--- config.mk ---
export PLATFORM = sky130hd
export DESIGN_NAME = serial_frame_capture
export DESIGN_NICKNAME = d
export VERILOG_FILES = /design/src/rtl/serial_frame_capture.sv
export SDC_FILE = /design/constraint.sdc
export NUM_CORES = 1
export LEC_CHECK = 0
export BUFFER_PORTS_ARGS = -buffer_cell sky130_fd_sc_hd__buf_4
export CORE_MARGIN = 1
export CORE_UTILIZATION = 45
export CTS_CLUSTER_SIZE = 24
export DETAILED_ROUTE_END_ITERATION = 12
export PLACE_DENSITY = 0.73
export SKIP_LAST_GASP = 1
export SYNTH_ARGS = -nofsm -noshare
export SYNTH_HDL_FRONTEND = slang
export SYNTH_SLANG_ARGS = --single-unit
--- constraint.sdc ---
create_clock -name clk -period 2.4 [get_ports clk]
set_input_delay 0.72 -clock clk [delete_from_list [all_inputs] [get_ports clk]]
set_output_delay 0.72 -clock clk [all_outputs]
set_load 0.05 [all_outputs]
--- src/rtl/serial_frame_capture.sv ---
// -----------------------------------------------------------------------------
// serial_frame_capture
//   Sits behind the 12-bit sync-word detector (1110_1101_1011). When the
//   detector's hit pulse arrives, the following PAYLOAD_W serial bits are
//   deserialized MSB-first and handed out on a valid/ready register. A frame
//   that completes while the output slot is still occupied is dropped, and
//   sticky overflow_o is raised.
//
//   Optional build macro PARITY_CHK_EN: each frame carries one trailing
//   even-parity bit. A frame that fails the check is discarded silently
//   (no load, no overflow) and parity_err_o pulses for one cycle.
//
// Ports
//   clk          rising-edge clock
//   reset        asynchronous, active-high; clears all state
//   x_i          serial bit stream (the same stream the detector sees)
//   det_i        detector hit; x_i already carries payload MSB in this cycle
//   ready_i      downstream accepts payload_o when valid_o && ready_i
//   ovf_clr_i    synchronous clear of overflow_o (a drop in the same cycle wins)
//   payload_o    captured word, first-received bit in the MSB
//   valid_o      payload_o holds an unconsumed frame
//   busy_o       high while capturing
//   overflow_o   sticky: a completed frame was dropped
//   parity_err_o (PARITY_CHK_EN only) one-cycle pulse on a parity failure
// -----------------------------------------------------------------------------
module serial_frame_capture #(
   parameter int PAYLOAD_W = 16
) (
   input  logic                 clk,
   input  logic                 reset,
   input  logic                 x_i,
   input  logic                 det_i,
   input  logic                 ready_i,
   input  logic                 ovf_clr_i,
   output logic [PAYLOAD_W-1:0] payload_o,
   output logic                 valid_o,
   output logic                 busy_o,
`ifdef PARITY_CHK_EN
   output logic                 parity_err_o,
`endif
   output logic                 overflow_o
);

`ifdef PARITY_CHK_EN
   localparam int CAP_LEN = PAYLOAD_W + 1;
`else
   localparam int CAP_LEN = PAYLOAD_W;
`endif
   localparam int CW = $clog2(PAYLOAD_W + 1);

   typedef enum logic {HUNT, CAPTURE} state_t;

   state_t                state, next_state;
   logic [CW-1:0]         cnt;
   logic [PAYLOAD_W-1:0]  sh;
   logic [PAYLOAD_W-1:0]  shifted;
   logic [PAYLOAD_W-1:0]  word;
   logic                  done;
   logic                  good;
   logic                  free;

   assign shifted = {sh[PAYLOAD_W-2:0], x_i};
   // Slot can take a new word if empty or being drained this very cycle.
   assign free    = !valid_o || ready_i;
   assign busy_o  = (state == CAPTURE);

`ifdef PARITY_CHK_EN
   // On the parity bit the shift register already holds the whole payload.
   assign word = sh;
   assign good = ~(^sh ^ x_i);
`else
   assign word = shifted;
   assign good = 1'b1;
`endif

   always_ff @(posedge clk or posedge reset) begin
      if (reset) state <= HUNT;
      else       state <= next_state;
   end

   // det_i is deliberately ignored outside HUNT: payload bits may look like
   // a sync word, and there is no mid-frame re-sync.
   always_comb begin
      next_state = state;
      done       = 1'b0;
      case (state)
         HUNT:    if (det_i) next_state = CAPTURE;
         CAPTURE: if (cnt == CW'(CAP_LEN - 1)) begin
                     done       = 1'b1;
                     next_state = HUNT;
                  end
         default: next_state = HUNT;
      endcase
   end

   always_ff @(posedge clk or posedge reset) begin
      if (reset) begin
         cnt <= '0;
         sh  <= '0;
      end else if (state == HUNT) begin
         if (det_i) begin
            sh  <= shifted;
            cnt <= CW'(1);
         end
      end else begin
         sh  <= shifted;
         cnt <= done ? '0 : cnt + 1'b1;
      end
   end

   always_ff @(posedge clk or posedge reset) begin
      if (reset) begin
         payload_o  <= '0;
         valid_o    <= 1'b0;
         overflow_o <= 1'b0;
      end else begin
         if (valid_o && ready_i) valid_o <= 1'b0;
         if (done && good && free) begin
            payload_o <= word;
            valid_o   <= 1'b1;
         end
         if (done && good && !free) overflow_o <= 1'b1;
         else if (ovf_clr_i)        overflow_o <= 1'b0;
      end
   end

`ifdef PARITY_CHK_EN
   always_ff @(posedge clk or posedge reset) begin
      if (reset) parity_err_o <= 1'b0;
      else       parity_err_o <= done && !good;
   end
`endif

endmodule
==> flow_results.xml, run 1 <==
<?xml version="1.0" encoding="UTF-8"?>
<metrics>
  <group name="worst_setup_path">
    <metric name="critPathMaxStageDelay" unit="ps">660</metric>
    <metric name="maximum_net_fanout_on_the_critical_path" unit="">14</metric>
    <metric name="worst_path_max_delay_cell" unit="">sky130_fd_sc_hd__dfrtp_1</metric>
    <metric name="cp_data_arrival_time" unit="ps">1280</metric>
    <metric name="crit_path_start_kind" unit="">flop</metric>
    <metric name="crit_start" unit="">busy_o$_DFF_PP0_</metric>
    <metric name="timing.critical_path.buf_inv" unit="">1</metric>
    <metric name="timing.critical_path.required" unit="ps">1680</metric>
    <metric name="regToRegStartpoint" unit="">cnt[0]$_DFFE_PP0P_</metric>
    <metric name="endpoint_kind" unit="">output pin</metric>
    <metric name="critical_path_cell_count" unit="">1</metric>
    <metric name="list_of_cells_traversed_by_the_critical_path" unit="">buf_4</metric>
    <metric name="rr_worst_depth" unit="">4</metric>
    <metric name="type_of_the_setup_path_with_the_least_slack" unit="">flop to output pin</metric>
    <metric name="critical_path_s_top_delay_family" unit="">flip-flops</metric>
  </group>
  <group name="synthesis">
    <metric name="synth-seq-cells" unit="">39</metric>
    <metric name="syn_area_per_cell" unit="um^2">15.2</metric>
    <metric name="synth_seq_area_share" unit="%">62.2</metric>
    <metric name="synth_warnings" unit="">0</metric>
    <metric name="yosysUniqueCellTypes" unit="">26</metric>
    <metric name="postSynthNetCount" unit="">110</metric>
    <metric name="post_synth_inst_count" unit="">103</metric>
    <metric name="post_synth_instance_area" unit="mm^2">0.00157</metric>
  </group>
  <group name="timing">
    <metric name="max_clock_freq" unit="MHz">499</metric>
    <metric name="final.setup_skew" unit="ps">6.46</metric>
    <metric name="maxSlewHeadroom" unit="%">66.9</metric>
    <metric name="final-setup-viol-count" unit="">0</metric>
    <metric name="min_period" unit="ps">2000</metric>
    <metric name="holdWs" unit="ps">393</metric>
    <metric name="final_min_period_over_clock_period" unit="%">83.5</metric>
    <metric name="finalSetupTns" unit="ps">0</metric>
    <metric name="grt_setup_unrepaired" unit="">no</metric>
    <metric name="number_of_hold_violations_in_the_final_report" unit="">0</metric>
    <metric name="max_slew.worst_pin.slew" unit="ps">496</metric>
    <metric name="setup_ws" unit="ps">395</metric>
    <metric name="final_max_slew_viol_count" unit="">0</metric>
  </group>
  <group name="placed_design">
    <metric name="placedInstanceArea" unit="mm^2">0.00180</metric>
    <metric name="placed_cells_incl_taps" unit="">172</metric>
    <metric name="detailed_place_hpwl" unit="um">1700</metric>
    <metric name="globalplace.congestion" unit="">0.755</metric>
    <metric name="dp_worst_setup_slack" unit="ps">560</metric>
    <metric name="port_buffers" unit="">24</metric>
  </group>
  <group name="clocking">
    <metric name="path_clk_slew" unit="ps">110</metric>
    <metric name="cts_post_setup_buffers_inserted" unit="">0</metric>
    <metric name="insertion_delay" unit="ps">340</metric>
    <metric name="tritoncts" unit="">done</metric>
    <metric name="htreeDepth" unit="">2</metric>
    <metric name="tritoncts_num_sinks" unit="">39</metric>
    <metric name="clk_path_buf_depth" unit="">2</metric>
    <metric name="root_cell_of_the_clock_tree" unit="">sky130_fd_sc_hd__clkbuf_4</metric>
    <metric name="cts.repair.resized" unit="">0</metric>
    <metric name="cts-buffers-inserted" unit="">5</metric>
    <metric name="post_cts_hold_buffer_count" unit="">0</metric>
  </group>
  <group name="cells_and_area">
    <metric name="fin_nets" unit="">140</metric>
    <metric name="fraction_of_layout_cells_with_a_size_suffix_above_1" unit="%">50.4</metric>
    <metric name="layout.cells.most_common_list" unit="">39 x sky130_fd_sc_hd__dfrtp_1, 27 x sky130_fd_sc_hd__buf_4, 21 x sky130_fd_sc_hd__mux2_2, 10 x sky130_fd_sc_hd__mux2_4</metric>
    <metric name="finalInstanceArea" unit="mm^2">0.00186</metric>
    <metric name="layout.cells.most_common" unit="">sky130_fd_sc_hd__dfrtp_1</metric>
    <metric name="layoutNonFillerInstCount" unit="">179</metric>
    <metric name="count_of_inserted_antenna_diode_cells" unit="">0</metric>
    <metric name="syn2layout_area_growth" unit="%">18.4</metric>
    <metric name="fin_util" unit="%">55.7</metric>
    <metric name="final.fill_count" unit="">283</metric>
  </group>
  <group name="grt">
    <metric name="grt_antenna_before_repair" unit="">0</metric>
    <metric name="first_pass_grt_wire_length" unit="um">4140</metric>
    <metric name="globalRouteOverflowTotal" unit="">0</metric>
    <metric name="grt_start_max_net_pins" unit="">20</metric>
    <metric name="vias_in_the_first_global_route" unit="">868</metric>
    <metric name="grt.total_usage" unit="%">16.5</metric>
  </group>
  <group name="routing">
    <metric name="route.vias.total" unit="">865</metric>
    <metric name="drtIter0Drc" unit="">36</metric>
    <metric name="drc" unit="">0</metric>
    <metric name="vias_per_cell" unit="">4.83</metric>
    <metric name="avgRoutedWirePerCell" unit="um">14.0</metric>
    <metric name="detail_route.wirelength" unit="um">2500</metric>
    <metric name="final_antenna_net_count" unit="">0</metric>
    <metric name="firstDrtPassIters" unit="">4</metric>
  </group>
  <group name="power_and_ir_drop">
    <metric name="peakVddDrop" unit="mV">0.662</metric>
    <metric name="power.density_cell_area" unit="mW/mm^2">1440</metric>
    <metric name="design_power_total" unit="mW">2.67</metric>
    <metric name="pleak" unit="nW">0.899</metric>
  </group>
  <group name="floorplan">
    <metric name="start_util" unit="%">47.0</metric>
    <metric name="die-area" unit="mm^2">0.00373</metric>
    <metric name="die_width" unit="um">61.1</metric>
    <metric name="die_height" unit="um">61.1</metric>
    <metric name="placementRows" unit="">21</metric>
    <metric name="coreArea" unit="mm^2">0.00334</metric>
    <metric name="design.portCount" unit="">25</metric>
  </group>
  <group name="flow_run">
    <metric name="maxCapViolations" unit="">0</metric>
  </group>
  <group name="status">
    <metric name="outcome" unit="">finished clean</metric>
  </group>
  <group name="hold_path">
    <metric name="hp-class" unit="">input port to asynchronous set/reset pin</metric>
  </group>
</metrics>
## layer usage
metal	part of all wire [%]	GRT usage [%]
met3	4.1	5.67
met4	2.5	9.74
met5	0	0
met1	47	21.2
met2	46	24.4
## area by class of cell
type                       instances  area, um^2  share of cell area, %
clock buffer                       6        51.3                   2.76
clock inverter                     1        5.00                  0.269
inverter                           3        11.3                  0.606
multi-input combinational         57         554                   29.8
sequential                        39         976                   52.5
tap                               46        57.6                   3.10
timing repair buffer              27         203                   10.9
## power by group
| part | leakage (nW) | internal [mW] | switching [mW] |
|---|---|---|---|
| registers | 0.475 | 0.934 | 0.206 |
| logic | 0.390 | 0.500 | 0.704 |
| clock network | 0.0341 | 0.136 | 0.194 |
## flip-flops by register name, summed over array words and instances (netlist names)
signal,count
payload_o,16
sh,15
cnt,5
valid_o,1
overflow_o,1
busy_o,1
## kinds of logic after synthesis
kind of cell | count (synthesis) | share of synthesized area, %
and+or+nand+nor | 16 | 6.22
muxes | 31 | 24.6
AOI/OAI and AO/OA | 9 | 3.67
adders and majority gates | 1 | 0.797
DFF | 39 | 62.2
buffers and inverters | 7 | 2.47
## final timing paths
| path | slack (ps) | to |
|---|---|---|
| worst max-delay path | 400 | busy_o |
| worst min-delay path | 390 | sh[4]$_DFFE_PP0P_ |
| worst max register to register | 570 | payload_o[6]$_DFFE_PP0P_ |
| worst min register to register | 520 | payload_o[11]$_DFFE_PP0P_ |
| max in group asynchronous | 1430 | sh[11]$_DFFE_PP0P_ |
| min in group clk | 520 | payload_o[11]$_DFFE_PP0P_ |
## Yosys cell counts, drive strengths merged
library cell / instances / share of area, %
inv: 3 / 0.72
and2: 1 / 0.40
nand4: 1 / 0.40
o32ai: 1 / 0.56
a311oi: 1 / 0.56
and4b: 1 / 0.64
nor3: 1 / 0.32
a211o: 1 / 0.56
ha: 1 / 0.80
mux2: 31 / 25
nand3: 2 / 1.4
nand2b: 1 / 0.40
dfrtp: 39 / 62
nor2b: 2 / 0.80
o22ai: 1 / 0.40
buf: 3 / 1.5
clkbuf: 1 / 0.24
nand2: 5 / 1.2
nor2: 2 / 0.64
o21ai: 2 / 0.64
a21oi: 3 / 0.96
Note: power is estimated with default switching activity, not from simulation.
==> run 2, diff against run 1 <==
Settings changed: ABC_AREA from default to 1, PLACE_DENSITY 0.73 to 0.72.
Clock period 2.4 ns to 1.95 ns, I/O delays scaled along.
==> run 2 against run 1 <==
Clock power increased by 110%. Largest cell class unchanged. Clock skew decreased by 0.74 ps. Die area increased by 5.4%. Sequential power increased by 27%. Routed wire length increased by 24%. Global-route usage increased by 2.1 points.
==> flow_results.xml, run 2 <==
<?xml version="1.0" encoding="UTF-8"?>
<metrics>
  <group name="status">
    <metric name="outcome" unit="">finished clean</metric>
  </group>
  <group name="worst_setup_path">
    <metric name="cp_data_arrival_time" unit="ps">1020</metric>
    <metric name="timing.critical_path.required" unit="ps">1360</metric>
    <metric name="maximum_net_fanout_on_the_critical_path" unit="">6</metric>
    <metric name="list_of_cells_traversed_by_the_critical_path" unit="">buf_4</metric>
    <metric name="worst_path_max_delay_cell" unit="">sky130_fd_sc_hd__dfrtp_1</metric>
    <metric name="regToRegStartpoint" unit="">cnt[0]$_DFFE_PP0P_</metric>
    <metric name="critical_path.reg2reg.endpoint" unit="">overflow_o$_DFFE_PP0P_</metric>
    <metric name="reg2reg_slack" unit="ps">530</metric>
    <metric name="endpoint_kind" unit="">output pin</metric>
    <metric name="type_of_the_setup_path_with_the_least_slack" unit="">flop to output pin</metric>
    <metric name="critical_path_s_top_delay_family" unit="">flip-flops</metric>
    <metric name="timing.critical_path.buf_inv" unit="">1</metric>
    <metric name="critPathMaxStageDelay" unit="ps">480</metric>
    <metric name="crit_path_start_kind" unit="">flop</metric>
    <metric name="rr_worst_depth" unit="">5</metric>
  </group>
  <group name="clocking">
    <metric name="htreeDepth" unit="">2</metric>
    <metric name="clk_path_buf_depth" unit="">2</metric>
    <metric name="path_clk_slew" unit="ps">70</metric>
    <metric name="cts_post_setup_buffers_inserted" unit="">0</metric>
    <metric name="tritoncts_num_sinks" unit="">39</metric>
    <metric name="cts.repair.resized" unit="">0</metric>
    <metric name="root_cell_of_the_clock_tree" unit="">sky130_fd_sc_hd__clkbuf_8</metric>
    <metric name="insertion_delay" unit="ps">300</metric>
    <metric name="post_cts_hold_buffer_count" unit="">0</metric>
    <metric name="tritoncts" unit="">done</metric>
    <metric name="cts-buffers-inserted" unit="">5</metric>
  </group>
  <group name="routing">
    <metric name="drtIter0Drc" unit="">53</metric>
    <metric name="detail_route.wirelength" unit="um">3110</metric>
    <metric name="route.vias.total" unit="">1266</metric>
    <metric name="firstDrtPassIters" unit="">4</metric>
    <metric name="avgRoutedWirePerCell" unit="um">12.3</metric>
    <metric name="drc" unit="">0</metric>
    <metric name="vias_per_cell" unit="">5.02</metric>
    <metric name="final_antenna_net_count" unit="">0</metric>
  </group>
  <group name="timing">
    <metric name="setup_ws" unit="ps">348</metric>
    <metric name="max_slew.worst_pin.slew" unit="ps">470</metric>
    <metric name="min_period" unit="ps">1600</metric>
    <metric name="holdWs" unit="ps">393</metric>
    <metric name="final-setup-viol-count" unit="">0</metric>
    <metric name="final.setup_skew" unit="ps">5.71</metric>
    <metric name="grt_setup_unrepaired" unit="">no</metric>
    <metric name="final_min_period_over_clock_period" unit="%">82.2</metric>
    <metric name="number_of_hold_violations_in_the_final_report" unit="">0</metric>
    <metric name="final_max_slew_viol_count" unit="">0</metric>
    <metric name="maxSlewHeadroom" unit="%">68.7</metric>
    <metric name="max_clock_freq" unit="MHz">624</metric>
    <metric name="finalSetupTns" unit="ps">0</metric>
  </group>
  <group name="synthesis">
    <metric name="synth_fa_ha_area_share" unit="%">0.755</metric>
    <metric name="synth_async_sr_flop_share" unit="%">100</metric>
    <metric name="post_synth_and_or_nand_nor_area_fraction" unit="%">30.8</metric>
    <metric name="synth_compound_area_share" unit="%">3.85</metric>
    <metric name="fraction_of_post_synthesis_cell_area_in_the_top_cell_type_by_area" unit="%">58.9</metric>
    <metric name="post_synth_instance_area" unit="mm^2">0.00166</metric>
    <metric name="postSynthNetCount" unit="">185</metric>
    <metric name="yosys.area_share.xor_xnor" unit="%">0</metric>
    <metric name="post_synth_inst_count" unit="">178</metric>
    <metric name="synth-seq-cells" unit="">39</metric>
    <metric name="yosys-top-cells-count" unit="">83 x sky130_fd_sc_hd__nand2_1, 39 x sky130_fd_sc_hd__dfrtp_1, 17 x sky130_fd_sc_hd__nand4_1</metric>
    <metric name="yosysUniqueCellTypes" unit="">23</metric>
    <metric name="synth_warnings" unit="">0</metric>
    <metric name="netlist_top_cells_area" unit="">sky130_fd_sc_hd__dfrtp_1 59%, sky130_fd_sc_hd__nand2_1 19%, sky130_fd_sc_hd__nand4_1 6.4%</metric>
    <metric name="combinational_family_with_the_most_area_after_synthesis" unit="">simple AND/OR/NAND/NOR gates</metric>
    <metric name="synth.area.mux_share" unit="%">0</metric>
    <metric name="synthMostInstantiatedCell" unit="">sky130_fd_sc_hd__nand2_1</metric>
    <metric name="synth_top_area_cell" unit="">sky130_fd_sc_hd__dfrtp_1</metric>
    <metric name="syn_area_per_cell" unit="um^2">9.31</metric>
    <metric name="post_synth_edffs" unit="">0</metric>
    <metric name="synth_seq_area_share" unit="%">58.9</metric>
    <metric name="synth_flop_cell" unit="">sky130_fd_sc_hd__dfrtp_1</metric>
  </group>
  <group name="cells_and_area">
    <metric name="fin_util" unit="%">57.5</metric>
    <metric name="syn2layout_area_growth" unit="%">19.4</metric>
    <metric name="registers.top_by_ff_count" unit="">payload_o</metric>
    <metric name="count_of_inserted_antenna_diode_cells" unit="">0</metric>
    <metric name="fraction_of_layout_cells_with_a_size_suffix_above_1" unit="%">21.4</metric>
    <metric name="flip_flop_count_of_the_largest_register_all_copies_and_words_added" unit="">16</metric>
    <metric name="finalInstanceArea" unit="mm^2">0.00198</metric>
    <metric name="layoutNonFillerInstCount" unit="">252</metric>
    <metric name="reg.largest.list" unit="">payload_o (16), sh (15), cnt (5)</metric>
    <metric name="layout.cells.most_common_list" unit="">83 x sky130_fd_sc_hd__nand2_1, 39 x sky130_fd_sc_hd__dfrtp_1, 27 x sky130_fd_sc_hd__buf_4, 17 x sky130_fd_sc_hd__nand4_1, 9 x sky130_fd_sc_hd__o21ai_0</metric>
    <metric name="layout.cells.most_common" unit="">sky130_fd_sc_hd__nand2_1</metric>
    <metric name="fin_nets" unit="">212</metric>
  </group>
  <group name="floorplan">
    <metric name="die_height" unit="um">62.7</metric>
    <metric name="design.portCount" unit="">25</metric>
    <metric name="start_util" unit="%">48.1</metric>
    <metric name="coreArea" unit="mm^2">0.00344</metric>
    <metric name="placementRows" unit="">21</metric>
    <metric name="die-area" unit="mm^2">0.00393</metric>
    <metric name="die_width" unit="um">62.7</metric>
  </group>
  <group name="placed_design">
    <metric name="detailed_place_hpwl" unit="um">2200</metric>
    <metric name="dp_worst_setup_slack" unit="ps">403</metric>
    <metric name="placedInstanceArea" unit="mm^2">0.00186</metric>
    <metric name="globalplace.congestion" unit="">0.763</metric>
    <metric name="port_buffers" unit="">24</metric>
    <metric name="placed_cells_incl_taps" unit="">244</metric>
  </group>
  <group name="grt">
    <metric name="globalRouteOverflowTotal" unit="">0</metric>
    <metric name="vias_in_the_first_global_route" unit="">1205</metric>
    <metric name="grt.total_usage" unit="%">18.6</metric>
    <metric name="grt_antenna_before_repair" unit="">0</metric>
    <metric name="first_pass_grt_wire_length" unit="um">5530</metric>
    <metric name="grt_start_max_net_pins" unit="">40</metric>
  </group>
  <group name="power_and_ir_drop">
    <metric name="pleak" unit="nW">1.05</metric>
    <metric name="peakVddDrop" unit="mV">0.461</metric>
    <metric name="design_power_total" unit="mW">3.62</metric>
    <metric name="power.density_cell_area" unit="mW/mm^2">1830</metric>
  </group>
  <group name="hold_path">
    <metric name="hp-class" unit="">input port to asynchronous set/reset pin</metric>
  </group>
  <group name="flow_run">
    <metric name="maxCapViolations" unit="">0</metric>
  </group>
</metrics>
-- run 2: cell types whose count changed in the layout (fill, tap and decap cells not counted), moves of 2 or more --
cell                       change
sky130_fd_sc_hd__nand4_1      +16
sky130_fd_sc_hd__clkbuf_4      -5
sky130_fd_sc_hd__nor2b_1       -2
sky130_fd_sc_hd__o21ai_0       +7
sky130_fd_sc_hd__inv_1         +5
sky130_fd_sc_hd__inv_2         +2
sky130_fd_sc_hd__mux2_4       -10
sky130_fd_sc_hd__a21oi_1       -2
sky130_fd_sc_hd__mux2_2       -21
sky130_fd_sc_hd__nand2_1      +78
sky130_fd_sc_hd__clkbuf_8      +5
-- run 2: report_power, final --
part	internal (mW)	leakage (nW)	switching [mW]
sequential	1.17	0.480	0.278
combinational	0.444	0.508	1.05
clock	0.413	0.0612	0.267
-- run 2: worst reg2reg max path, delay by kind of cell (launching register included) --
kind	cells	cell delay (ps)
DFF	1	430
AOI/OAI and AO/OA	1	150
adders and majority gates	1	250
and+or+nand+nor	3	520
-- run 2: how the worst max path moves through the flow --
stage	start	endpoint	depth (start not counted)	slack, ps
6_report	busy_o$_DFF_PP0_	busy_o	1	350
5_1_grt	busy_o$_DFF_PP0_	busy_o	1	290
3_3_place_gp	ready_i	payload_o[5]$_DFFE_PP0P_	6	440
4_1_cts	busy_o$_DFF_PP0_	busy_o	1	340
3_5_place_dp	ready_i	payload_o[14]$_DFFE_PP0P_	6	400
2_1_floorplan	reset	busy_o$_DFF_PP0_	1	480
-- run 2: layout make-up --
cell class / instances / area (um^2)
Multi-Input combinational cell: 122 / 587
Clock inverter: 2 / 35.0
Tap cell: 46 / 57.6
Clock buffer: 6 / 82.6
Fill cell: 296 / 1460
Inverter: 10 / 37.5
Sequential cell: 39 / 976
Timing Repair Buffer: 27 / 203
-- run 2: logic make-up after synthesis --
logic type	after synthesis
buf+inv	17
fa+ha+maj	1
compound gates	12
flops	39
simple gates	109
-- run 2: layer usage --
layer | routed length (um) | vias to the layer above | global-route usage (%)
met3 | 161 | 8 | 4.01
met1 | 1410 | 586 | 23.7
met2 | 1440 | 41 | 28.7
met5 | 0 | - | 0
li1 | - | 631 | -
met4 | 96 | 0 | 12.2
==> run 3, diff against run 2 <==
Settings changed: ABC_AREA 1 to 0, PLACE_DENSITY 0.72 to 0.73.
Clock period 1.95 ns to 1.53 ns, I/O delays scaled along.
==> run 3 against run 2 <==
The flow now finishes with violations (negative setup slack). Sequential power grew 21%. Final area grew 3.6%. Utilization grew 3.9 points. Global-route usage shrank 2.1 points. Clock skew grew 2.3 ps. Routed wire length shrank 17%. Largest cell class unchanged.
==> flow_results.xml, run 3 (synthesized netlist as in run 1, its figures left out) <==
<?xml version="1.0" encoding="UTF-8"?>
<metrics>
  <group name="status">
    <metric name="violations" unit="">negative setup slack</metric>
    <metric name="outcome" unit="">complete, but fails checks</metric>
  </group>
  <group name="timing">
    <metric name="grt_setup_unrepaired" unit="">yes</metric>
    <metric name="final_max_slew_viol_count" unit="">0</metric>
    <metric name="setup_ws" unit="ps">-25.0</metric>
    <metric name="maxSlewHeadroom" unit="%">84.8</metric>
    <metric name="final_min_period_over_clock_period" unit="%">102</metric>
    <metric name="min_period" unit="ps">1550</metric>
    <metric name="final.setup_skew" unit="ps">7.98</metric>
    <metric name="max_clock_freq" unit="MHz">643</metric>
    <metric name="max_slew.worst_pin.slew" unit="ps">227</metric>
    <metric name="number_of_hold_violations_in_the_final_report" unit="">0</metric>
    <metric name="holdWs" unit="ps">144</metric>
    <metric name="final-setup-viol-count" unit="">9</metric>
    <metric name="finalSetupTns" unit="ps">-134</metric>
  </group>
  <group name="cells_and_area">
    <metric name="layoutNonFillerInstCount" unit="">189</metric>
    <metric name="flip_flop_count_of_the_largest_register_all_copies_and_words_added" unit="">16</metric>
    <metric name="fin_nets" unit="">149</metric>
    <metric name="fraction_of_layout_cells_with_a_size_suffix_above_1" unit="%">55.9</metric>
    <metric name="finalInstanceArea" unit="mm^2">0.00205</metric>
    <metric name="fin_util" unit="%">61.4</metric>
    <metric name="layout.cells.most_common_list" unit="">38 x sky130_fd_sc_hd__dfrtp_1, 32 x sky130_fd_sc_hd__buf_4, 16 x sky130_fd_sc_hd__mux2_2, 15 x sky130_fd_sc_hd__mux2_4</metric>
    <metric name="count_of_inserted_antenna_diode_cells" unit="">0</metric>
    <metric name="syn2layout_area_growth" unit="%">30.6</metric>
    <metric name="reg.largest.list" unit="">payload_o (16), sh (15), cnt (5)</metric>
    <metric name="registers.top_by_ff_count" unit="">payload_o</metric>
    <metric name="layout.cells.most_common" unit="">sky130_fd_sc_hd__dfrtp_1</metric>
  </group>
  <group name="power_and_ir_drop">
    <metric name="power.density_cell_area" unit="mW/mm^2">2260</metric>
    <metric name="peakVddDrop" unit="mV">1.44</metric>
    <metric name="pleak" unit="nW">1.00</metric>
    <metric name="clock_power_share" unit="%">15.3</metric>
    <metric name="power.share.sequential" unit="%">37.9</metric>
    <metric name="comb_power_share" unit="%">46.8</metric>
    <metric name="p_int" unit="mW">2.83</metric>
    <metric name="sw_frac_of_total" unit="%">38.9</metric>
    <metric name="p_sw" unit="mW">1.80</metric>
  </group>
  <group name="routing">
    <metric name="detail_route.wirelength" unit="um">2580</metric>
    <metric name="drc" unit="">0</metric>
    <metric name="final_antenna_net_count" unit="">0</metric>
    <metric name="route.vias.total" unit="">933</metric>
    <metric name="drtIter0Drc" unit="">15</metric>
    <metric name="vias_per_cell" unit="">4.94</metric>
    <metric name="firstDrtPassIters" unit="">6</metric>
    <metric name="avgRoutedWirePerCell" unit="um">13.6</metric>
  </group>
  <group name="grt">
    <metric name="vias_in_the_first_global_route" unit="">882</metric>
    <metric name="grt.total_usage" unit="%">16.5</metric>
    <metric name="globalRouteOverflowTotal" unit="">0</metric>
    <metric name="grt_start_max_net_pins" unit="">40</metric>
    <metric name="grt_antenna_before_repair" unit="">0</metric>
    <metric name="first_pass_grt_wire_length" unit="um">4130</metric>
  </group>
  <group name="floorplan">
    <metric name="die_height" unit="um">61.1</metric>
    <metric name="start_util" unit="%">47.0</metric>
    <metric name="die-area" unit="mm^2">0.00373</metric>
    <metric name="die_width" unit="um">61.1</metric>
    <metric name="placementRows" unit="">21</metric>
    <metric name="design.portCount" unit="">25</metric>
    <metric name="coreArea" unit="mm^2">0.00334</metric>
  </group>
  <group name="clocking">
    <metric name="tritoncts" unit="">done</metric>
    <metric name="clk_path_buf_depth" unit="">2</metric>
    <metric name="htreeDepth" unit="">2</metric>
    <metric name="root_cell_of_the_clock_tree" unit="">sky130_fd_sc_hd__clkbuf_4</metric>
    <metric name="insertion_delay" unit="ps">350</metric>
    <metric name="cts-buffers-inserted" unit="">5</metric>
    <metric name="path_clk_slew" unit="ps">110</metric>
    <metric name="post_cts_hold_buffer_count" unit="">0</metric>
    <metric name="tritoncts_num_sinks" unit="">39</metric>
  </group>
  <group name="worst_setup_path">
    <metric name="timing.critical_path.required" unit="ps">1770</metric>
    <metric name="endpoint_kind" unit="">flop</metric>
    <metric name="crit_path_start_kind" unit="">flop</metric>
    <metric name="rr_worst_depth" unit="">5</metric>
    <metric name="cp_data_arrival_time" unit="ps">1790</metric>
    <metric name="type_of_the_setup_path_with_the_least_slack" unit="">flop to flop</metric>
    <metric name="maximum_net_fanout_on_the_critical_path" unit="">8</metric>
  </group>
  <group name="placed_design">
    <metric name="placedInstanceArea" unit="mm^2">0.00187</metric>
    <metric name="port_buffers" unit="">24</metric>
    <metric name="placed_cells_incl_taps" unit="">176</metric>
    <metric name="globalplace.congestion" unit="">0.701</metric>
  </group>
  <group name="flow_run">
    <metric name="maxCapViolations" unit="">0</metric>
  </group>
  <group name="hold_path">
    <metric name="hp-class" unit="">input port to asynchronous set/reset pin</metric>
  </group>
</metrics>
-- run 3: what timing repair did --
action / in CTS / in global routing
setup buffers: 2 / 2
gates resized for setup: 1 / 6
pin swaps: 1 / 1
cloned: 0 / 1
endpoints found under the setup margin: 17 / 16
-- run 3: metal layers --
layer	part of all wire, %	vias to the layer above	track usage [%]
li1	-	447	-
met1	45	459	19.9
met2	47	19	24.4
met3	4.0	8	7.14
met4	3.5	0	10.7
met5	0	-	0
-- run 3: stage by stage --
stage | worst slack (ps) | total power [mW]
6_report | -25.0 | 4.63
5_1_grt | -72.9 | 4.91
4_1_cts | -23.9 | 4.56
3_5_place_dp | -97.8 | 3.80
3_3_place_gp | -17.0 | 3.72
2_1_floorplan | -62.3 | 3.19
-- run 3: area by class of cell --
type,count,area (um^2)
fill,270,1290
sequential,39,977
multi-input combinational,57,592
timing repair buffer,36,325
tap,46,57.6
clock buffer,6,51.3
clock inverter,2,35.0
inverter,3,11.3
-- run 3: worst paths after layout --
| path | start | endpoint | slack, ps |
|---|---|---|---|
| worst max-delay path | cnt[1]$_DFFE_PP0P_ | payload_o[10]$_DFFE_PP0P_ | -20 |
| worst min-delay path | reset | sh[3]$_DFFE_PP0P_ | 140 |
| worst max register to register | cnt[1]$_DFFE_PP0P_ | payload_o[10]$_DFFE_PP0P_ | -20 |
| worst min register to register | cnt[4]$_DFFE_PP0P_ | cnt[4]$_DFFE_PP0P_ | 510 |
| max in group asynchronous | reset | busy_o$_DFF_PP0_ | 1190 |
| min in group clk | ovf_clr_i | overflow_o$_DFFE_PP0P_ | 300 |
-- run 3: power by group through the flow --
stage	logic (mW)	clock network, mW	registers (mW)
2_1_floorplan	0.717	0	2.48
3_3_place_gp	1.96	0	1.76
3_5_place_dp	2.01	0	1.79
4_1_cts	2.08	0.733	1.76
5_1_grt	2.30	0.786	1.82
6_report	2.16	0.709	1.76
-- run 3: worst max-delay path: stages, from the launching register on --
cell	delay, ps
sky130_fd_sc_hd__dfrtp_1	430
sky130_fd_sc_hd__ha_4	190
sky130_fd_sc_hd__and4b_2	230
sky130_fd_sc_hd__nand3_4	110
sky130_fd_sc_hd__buf_12	140
sky130_fd_sc_hd__mux2_2	340
